==> src/rtl/lsu.sv <==
// Memory-stage load/store unit: turns RV32I loads/stores into word-aligned
// req/ack bus transactions with byte enables and extends load data for writeback.
module lsu #(
    parameter int unsigned DATA_WIDTH    = 32,
    parameter int unsigned ADDRESS_WIDTH = 32
) (
    input  logic                     clk,
    input  logic                     rst,
    input  logic                     mem_read_m,
    input  logic                     mem_write_m,
    input  logic [2:0]               funct3_m,
    input  logic [ADDRESS_WIDTH-1:0] address_m,
    input  logic [DATA_WIDTH-1:0]    write_data_m,
    output logic [DATA_WIDTH-1:0]    read_data_m,
    output logic                     stall_m,
    output logic                     err_m,
    output logic                     bus_req,
    output logic                     bus_we,
    output logic [ADDRESS_WIDTH-1:0] bus_addr,
    output logic [DATA_WIDTH-1:0]    bus_wdata,
    output logic [3:0]               bus_be,
    input  logic                     bus_ack,
    input  logic [DATA_WIDTH-1:0]    bus_rdata
);

    typedef enum logic [1:0] {
        IDLE = 2'd0,
        BUS  = 2'd1,
        DONE = 2'd2
    } state_t;

    state_t state, state_d;

    logic                     bus_req_d, bus_we_d, err_d, stall_c;
    logic [ADDRESS_WIDTH-1:0] bus_addr_d;
    logic [DATA_WIDTH-1:0]    bus_wdata_d, read_data_d;
    logic [3:0]               bus_be_d;
    logic [1:0]               off_q, off_d;
    logic [2:0]               f3_q, f3_d;

    logic                     access, illegal;
    logic [3:0]               be_c;
    logic [DATA_WIDTH-1:0]    wdata_c, load_c;
    logic [7:0]               byte_c;
    logic [15:0]              half_c;

    // Legality of the request presented in IDLE
    always_comb begin
        access  = mem_read_m | mem_write_m;
        illegal = 1'b0;
        if (mem_read_m && mem_write_m) illegal = 1'b1;
        if (mem_write_m && !(funct3_m inside {3'b000, 3'b001, 3'b010})) illegal = 1'b1;
        if (mem_read_m && !(funct3_m inside {3'b000, 3'b001, 3'b010, 3'b100, 3'b101}))
            illegal = 1'b1;
        if (funct3_m[1:0] == 2'b01 && address_m[0]) illegal = 1'b1;
        if (funct3_m == 3'b010 && address_m[1:0] != 2'b00) illegal = 1'b1;
    end

    // Store lane steering; loads always fetch the full word
    always_comb begin
        be_c    = 4'b1111;
        wdata_c = write_data_m;
        if (mem_write_m) begin
            case (funct3_m[1:0])
                2'b00: begin
                    be_c    = 4'b0001 << address_m[1:0];
                    wdata_c = {4{write_data_m[7:0]}};
                end
                2'b01: begin
                    be_c    = address_m[1] ? 4'b1100 : 4'b0011;
                    wdata_c = {2{write_data_m[15:0]}};
                end
                default: begin
                    be_c    = 4'b1111;
                    wdata_c = write_data_m;
                end
            endcase
        end
    end

    // Load lane extraction using the offset and size captured in IDLE
    always_comb begin
        byte_c = bus_rdata[{off_q, 3'b000} +: 8];
        half_c = bus_rdata[{off_q[1], 4'b0000} +: 16];
        case (f3_q)
            3'b000:  load_c = {{24{byte_c[7]}}, byte_c};
            3'b100:  load_c = {24'h000000, byte_c};
            3'b001:  load_c = {{16{half_c[15]}}, half_c};
            3'b101:  load_c = {16'h0000, half_c};
            default: load_c = bus_rdata;
        endcase
    end

    always_comb begin
        state_d     = state;
        stall_c     = 1'b0;
        err_d       = 1'b0;
        bus_req_d   = bus_req;
        bus_we_d    = bus_we;
        bus_addr_d  = bus_addr;
        bus_wdata_d = bus_wdata;
        bus_be_d    = bus_be;
        read_data_d = read_data_m;
        off_d       = off_q;
        f3_d        = f3_q;
        case (state)
            IDLE: begin
                if (access) begin
                    if (illegal) begin
                        err_d       = 1'b1;
                        read_data_d = '0;
                    end else begin
                        stall_c     = 1'b1;
                        state_d     = BUS;
                        bus_req_d   = 1'b1;
                        bus_we_d    = mem_write_m;
                        bus_addr_d  = {address_m[ADDRESS_WIDTH-1:2], 2'b00};
                        bus_be_d    = be_c;
                        bus_wdata_d = wdata_c;
                        off_d       = address_m[1:0];
                        f3_d        = funct3_m;
                    end
                end
            end
            BUS: begin
                stall_c = 1'b1;
                if (bus_ack) begin
                    state_d     = DONE;
                    bus_req_d   = 1'b0;
                    read_data_d = bus_we ? '0 : load_c;
                end
            end
            DONE: begin
                state_d = IDLE;
            end
            default: begin
                state_d   = IDLE;
                bus_req_d = 1'b0;
            end
        endcase
    end

    // Reset also masks the combinational IDLE stall
    assign stall_m = stall_c && !rst;

    always_ff @(posedge clk or posedge rst) begin
        if (rst) begin
            state       <= IDLE;
            bus_req     <= 1'b0;
            bus_we      <= 1'b0;
            bus_addr    <= '0;
            bus_wdata   <= '0;
            bus_be      <= 4'b0000;
            read_data_m <= '0;
            err_m       <= 1'b0;
            off_q       <= 2'b00;
            f3_q        <= 3'b000;
        end else begin
            state       <= state_d;
            bus_req     <= bus_req_d;
            bus_we      <= bus_we_d;
            bus_addr    <= bus_addr_d;
            bus_wdata   <= bus_wdata_d;
            bus_be      <= bus_be_d;
            read_data_m <= read_data_d;
            err_m       <= err_d;
            off_q       <= off_d;
            f3_q        <= f3_d;
        end
    end

endmodule

==> config.mk <==
export PLATFORM = sky130hd
export DESIGN_NAME = lsu
export DESIGN_NICKNAME = d
export VERILOG_FILES = /design/src/rtl/lsu.sv
export SDC_FILE = /design/constraint.sdc
export NUM_CORES = 1
export LEC_CHECK = 0
export ABC_CLOCK_PERIOD_IN_PS = 4700
export BUFFER_PORTS_ARGS = -buffer_cell sky130_fd_sc_hd__buf_2
export CAP_MARGIN = 20
export CORE_UTILIZATION = 49
export CTS_CLUSTER_SIZE = 10
export DETAILED_ROUTE_END_ITERATION = 8
export PLACE_DENSITY = 0.8
export SYNTH_ARGS = -nofsm -noshare
export SYNTH_HDL_FRONTEND = slang
export SYNTH_SLANG_ARGS = --single-unit
==> constraint.sdc <==
create_clock -name clk -period 4.7 [get_ports clk]
set_input_delay 0.94 -clock clk [delete_from_list [all_inputs] [get_ports clk]]
set_output_delay 0.94 -clock clk [all_outputs]
set_load 0.01 [all_outputs]
==> results of run 1 <==
[area by class of cell]
| type | count | area (um^2) | share of cell area [%] |
|---|---|---|---|
| tap | 136 | 170 | 2.64 |
| multi-input combinational | 297 | 2170 | 33.6 |
| clock buffer | 12 | 165 | 2.56 |
| timing repair buffer | 210 | 1080 | 16.7 |
| sequential | 108 | 2700 | 41.9 |
| inverter | 30 | 115 | 1.78 |
| clock inverter | 4 | 55.1 | 0.853 |
[how the worst max path moves through the flow]
stage | to | startpoint | cells after the start | slack, ps
floorplan | bus_addr[10] | rst | 1 | 910
global route | stall_m | funct3_m[0] | 7 | 1300
detailed placement | read_data_m[21] | funct3_m[0] | 7 | 1440
CTS | stall_m | funct3_m[0] | 7 | 1450
global placement | stall_m | funct3_m[0] | 6 | 1520
finish | stall_m | funct3_m[0] | 7 | 1460
[per-layer routing]
layer	wire, um	track usage, %	part of all wire (%)
met1	5330	29.4	42
met2	6120	39.1	49
met3	888	6.64	7.1
met4	247	8.78	2.0
met5	0	0	0
[cell usage after synthesis, types with 2 or more instances]
cell type / count
nand2b_1: 4
dfrtp_1: 108
o21bai_1: 7
buf_2: 16
mux2_2: 27
clkbuf_1: 9
o211a_1: 7
a21oi_1: 22
inv_1: 28
buf_4: 6
mux2_1: 31
o21a_1: 4
o21ai_0: 20
and2_1: 6
a2111oi_0: 8
a21o_1: 2
nor2b_1: 6
or2_2: 2
nor2_1: 36
nand2_1: 43
mux2i_1: 28
a221oi_1: 7
o31ai_1: 14
a211oi_1: 7
[critical path: cells and delay by family]
kind | cells | cell delay, ps
buffers and inverters | 2 | 370
AND/OR/NAND/NOR | 2 | 310
AO/OA/AOI/OAI | 3 | 680
[power by group]
| part | switching (mW) | internal [mW] |
|---|---|---|
| clock network | 0.320 | 0.293 |
| registers | 0.212 | 1.24 |
| logic | 0.634 | 0.548 |
[registers in the layout, indices dropped and copies added (netlist names)]
signal	count
f3_q	3
bus_wdata	32
read_data_m	32
off_q	2
state	2
err_m	1
bus_be	4
bus_we	1
bus_addr	30
bus_req	1
[kinds of logic (layout without fill, tap and decap cells)]
group / Yosys count / count (layout)
flops: 108 / 108
other cells: 1 / 2
mux: 86 / 86
simple gates: 103 / 103
buf+inv: 62 / 256
compound gates: 106 / 106
[stage by stage]
stage | hold WS (ps) | setup WS [ps]
6_report | 485 | 1460
5_1_grt | 508 | 1300
4_1_cts | 489 | 1450
3_5_place_dp | 465 | 1440
3_3_place_gp | 459 | 1520
2_1_floorplan | 509 | 914
[cells in the final DEF, fill, tap and decap left out, drive strengths merged, types with 14 or more instances in the layout]
cell	netlist	routed
buf	23	210
dfrtp	108	108
o31ai	14	14
mux2	58	58
inv	29	30
a21oi	23	23
nand2	43	43
mux2i	28	28
nor2	36	36
o21ai	21	21
==> results.py, run 1 <==
metrics = {
    "clock_tree": {
        "cts_tree": "done",
        "cts_made_buffers": 9,
        "htreeDepth": 3,
        "post_cts_resized": 0,
        "cts_root_buffer": "clkbuf_8",
        "cts.sinks": 108,
        "cts.path.max_buffers": 2,
        "clk_pin_slew_ps": 100,
        "hold_buffers": 0,
        "cts_setup_buffers": 0,
        "insertion_delay_ps": 380,
    },
    "placement": {
        "io_buffers": 205,
        "routabilityCongestion": 0.804,
        "hpwlAfterDp_mm": 9.36,
        "dpl_cell_area_um2": 6240,
        "dp_cells": 781,
    },
    "power_and_ir_drop": {
        "ir_drop_uv": 308,
        "powerDensity_nw_per_um2": 502,
        "finalPower_mw": 3.24,
        "p_leak_nw": 3.34,
    },
    "layout": {
        "fillers": 830,
        "utilization_pct": 63.1,
        "area.growth.synth_to_final_pct": 25.5,
        "insertedDiodeCount": 0,
        "final_area_um2": 6460,
        "final_nets": 760,
        "drive_above_1_share_pct": 39.6,
        "layout.cells.non_filler": 797,
    },
    "floorplanning": {
        "dieArea_um2": 10900,
        "ios": 208,
        "core_um2": 10200,
        "die_w_um": 104,
        "start_util_pct": 50.3,
        "die_y_um": 104,
        "num_rows": 37,
    },
    "hold_path": {
        "hp-start": "bus_be[3]",
        "hold_path_class": "reg -> reg",
        "min_path_cells": 1,
        "min_to": "bus_be[3]",
    },
    "grt": {
        "grt_first_pass_wirelength_mm": 20.4,
        "antenna_found_initial": 0,
        "grt_util_all_layers_pct": 23.6,
        "grt_remaining_overflow": 0,
        "grt_pass1_vias": 4282,
        "grt_start_max_net_pins": 94,
    },
    "yosys": {
        "synth-xor-area-share_pct": 0,
        "synth_compound_gate_area_share_pct": 14.8,
        "synth_top_area_cell": "dfrtp_1",
        "synth_edf_count": 0,
        "synth_area_leaders": "dfrtp_1 (53%), mux2_1 (6.8%), mux2_2 (5.9%)",
        "synth_top_family_by_area": "multiplexers",
        "synth_top_area_share_pct": 52.6,
        "synthAdderAreaFrac_pct": 0,
        "synth_flop_cell": "dfrtp_1",
        "syn_area_um2": 5140,
        "syn_avg_cell_area_um2": 11.0,
        "synth_mux_area_share_pct": 18.2,
        "yosys_register_bits": 108,
        "synth.distinct_cells": 42,
        "synthSimpleGateAreaFrac_pct": 8.95,
        "netlist_instances": 466,
        "async_flop_share_pct": 100,
        "yosys_warnings": 0,
        "yosysSeqAreaShare_pct": 52.6,
    },
    "worst_setup_path": {
        "cp_max_fo": 17,
        "critical_path_class": "in -> out",
        "r2r_slack_ps": 2040,
        "critPathRequiredTime_ps": 3760,
        "reg2reg_to": "read_data_m[21]",
        "end_kind": "primary output",
        "cpPeakStageDelay_ps": 360,
        "regToRegStartpoint": "f3_q[1]",
        "path_cells": "buf_2 > nand2b_1 > a21oi_1 > o21a_1 > a21oi_1 > nor3_1 > buf_2",
        "r2r_cells": 4,
        "cp.arrival_ps": 2300,
        "cp_slowest_cell": "a21oi_1",
        "startpoint_type": "input port",
    },
    "timing": {
        "fin_crit_sh_pct": 68.9,
        "hold_viol": 0,
        "finalMaxSlewViolations": 0,
        "grt_setup_unrepaired": "false",
        "tightest_slew_ps": 1030,
        "finalCriticalPeriod_ps": 3240,
        "skew_ps": 20.8,
        "max_freq_mhz": 309,
        "tns_ps": 0,
        "setup_viol": 0,
        "slew_headroom_pct": 31.2,
    },
    "routing": {
        "drtIter0Drc": 132,
        "vias_per_cell": 5.22,
        "dr.pass1.iters": 6,
        "vias": 4163,
        "wl_per_cell_um": 15.8,
        "ant_nets": 0,
        "post-route-drc-count": 0,
        "wl_mm": 12.6,
    },
    "run_status": {
        "status": "finished, final reports clean",
    },
    "job": {
        "drv_cap": 0,
    },
}
(Power assumes the default switching activity.)
==> run 2: changes to the inputs <==
--- a/config.mk
+++ b/config.mk
@@ -5,7 +5,7 @@
 export SDC_FILE = /design/constraint.sdc
 export NUM_CORES = 1
 export LEC_CHECK = 0
-export ABC_CLOCK_PERIOD_IN_PS = 4700
+export ABC_CLOCK_PERIOD_IN_PS = 3000
 export BUFFER_PORTS_ARGS = -buffer_cell sky130_fd_sc_hd__buf_2
 export CAP_MARGIN = 20
 export CORE_UTILIZATION = 49
==> constraint.sdc (replaced) <==
create_clock -name clk -period 3 [get_ports clk]
set_input_delay 0.6 -clock clk [delete_from_list [all_inputs] [get_ports clk]]
set_output_delay 0.6 -clock clk [all_outputs]
set_load 0.01 [all_outputs]
==> results.py, run 2 (synthesized netlist as in run 1, its figures left out) <==
metrics = {
    "clock_tree": {
        "post_cts_resized": 0,
        "cts_made_buffers": 9,
        "clk_pin_slew_ps": 100,
        "cts.path.max_buffers": 2,
        "cts.sinks": 108,
        "cts_root_buffer": "clkbuf_8",
        "hold_buffers": 0,
        "htreeDepth": 3,
        "insertion_delay_ps": 360,
        "cts_setup_buffers": 0,
        "cts_tree": "done",
    },
    "timing": {
        "whs_ps": 381,
        "fin_crit_sh_pct": 84.6,
        "tns_ps": 0,
        "slew_headroom_pct": 44.6,
        "grt_setup_unrepaired": "false",
        "finalMaxSlewViolations": 0,
        "finalCriticalPeriod_ps": 2540,
        "skew_ps": 8.64,
        "setup_viol": 0,
        "tightest_slew_ps": 825,
        "max_freq_mhz": 394,
        "hold_viol": 0,
    },
    "layout": {
        "final_cell_mix": "buf_2 (205), dfrtp_1 (108), nand2_1 (43)",
        "top_regs": "bus_wdata x32, read_data_m x32, bus_addr x30",
        "layout_commonest_cell": "buf_2",
        "drive_above_1_share_pct": 39.5,
        "insertedDiodeCount": 0,
        "final_nets": 762,
        "area.growth.synth_to_final_pct": 25.6,
        "fillers": 828,
    },
    "routing": {
        "ant_nets": 0,
        "drtIter0Drc": 200,
        "wl_per_cell_um": 15.9,
        "post-route-drc-count": 0,
        "dr.pass1.iters": 7,
        "vias_per_cell": 5.30,
        "vias": 4231,
        "wl_mm": 12.7,
    },
    "power_and_ir_drop": {
        "ir_drop_uv": 449,
        "powerDensity_nw_per_um2": 770,
        "p_leak_nw": 3.34,
    },
    "grt": {
        "grt_use_met3_pct": 5.33,
        "grt_pass1_vias": 4288,
        "use_met2_pct": 39.5,
        "use_met1_pct": 31.1,
        "grt_start_max_net_pins": 109,
        "grt_first_pass_wirelength_mm": 20.9,
        "antenna_found_initial": 0,
        "grt_remaining_overflow": 0,
        "busiest_layer": "met2",
        "grt_util_all_layers_pct": 24.0,
    },
    "worst_setup_path": {
        "startpoint_type": "input port",
        "cp_max_fo": 17,
        "reg2reg_to": "read_data_m[8]",
        "cp.arrival_ps": 1940,
        "r2r_slack_ps": 690,
        "critical_path_class": "in -> out",
        "regToRegStartpoint": "f3_q[1]",
        "critPathRequiredTime_ps": 2400,
        "end_kind": "primary output",
        "r2r_cells": 5,
    },
    "run_status": {
        "status": "finished, final reports clean",
    },
    "floorplanning": {
        "start_util_pct": 50.3,
        "num_rows": 37,
        "ios": 208,
        "die_w_um": 104,
        "core_um2": 10200,
        "die_y_um": 104,
        "dieArea_um2": 10900,
    },
    "job": {
        "drv_cap": 0,
    },
    "hold_path": {
        "hold_path_class": "in -> async",
    },
    "placement": {
        "hpwlAfterDp_mm": 9.28,
        "routabilityCongestion": 0.823,
        "io_buffers": 205,
    },
}
## run 2: cell types whose count changed in the layout (fill, tap and decap cells not counted), sizes merged
cell / previous run / this run
inv: 30 / 28
clkbuf: 12 / 13
clkinvlp: 1 / 2
buf: 210 / 212
clkinv: 2 / 3
bufinv: 1 / 0
## run 2: worst max-delay path by stage
stage          endpoint  slack (ps)        start
6_report        stall_m         460  funct3_m[0]
5_1_grt         stall_m         330  funct3_m[0]
4_1_cts         stall_m         460  funct3_m[0]
3_5_place_dp    stall_m         460  funct3_m[0]
3_3_place_gp    stall_m         510  funct3_m[0]
2_1_floorplan   stall_m         870  funct3_m[0]
## run 2: through the flow
stage                     worst slack [ps]  util (%)  area [um^2]  std cells  power, mW
final                                  463      63.1         6460        799       4.97
after global routing                   333      63.1         6460        799       5.30
after CTS                              461      63.1         6460        799       5.01
after detailed placement               464      61.4         6280        783       4.17
after global placement                 506      61.4         6280        783       4.08
after floorplan                        865         -         5150        467       3.40
## run 2: metal layers
metal	wire length [um]	part of all wire (%)	vias up
met1	5430	43	2025
li1	-	-	2004
met3	867	6.8	23
met4	266	2.1	0
met5	0	0	-
met2	6150	48	179
## run 2: final cells by class
class,instances,area (um^2),share of cell area (%)
clock buffers,13,159,2.46
clock inverters,3,21.3,0.329
well taps,136,170,2.64
flip-flops and latches,108,2700,41.9
multi-input cells,297,2170,33.6
inverters,30,116,1.80
repair buffers,212,1120,17.3
## run 2: power by group
group / internal (mW) / switching [mW]
combinational: 0.868 / 0.997
sequential: 1.94 / 0.338
clock: 0.350 / 0.484
## run 2: critical path, stage by stage
cell and delay (ps):
buf_2 210, o41ai_4 480, o21a_1 270, a21oi_1 90, nor3_1 130, buf_2 150
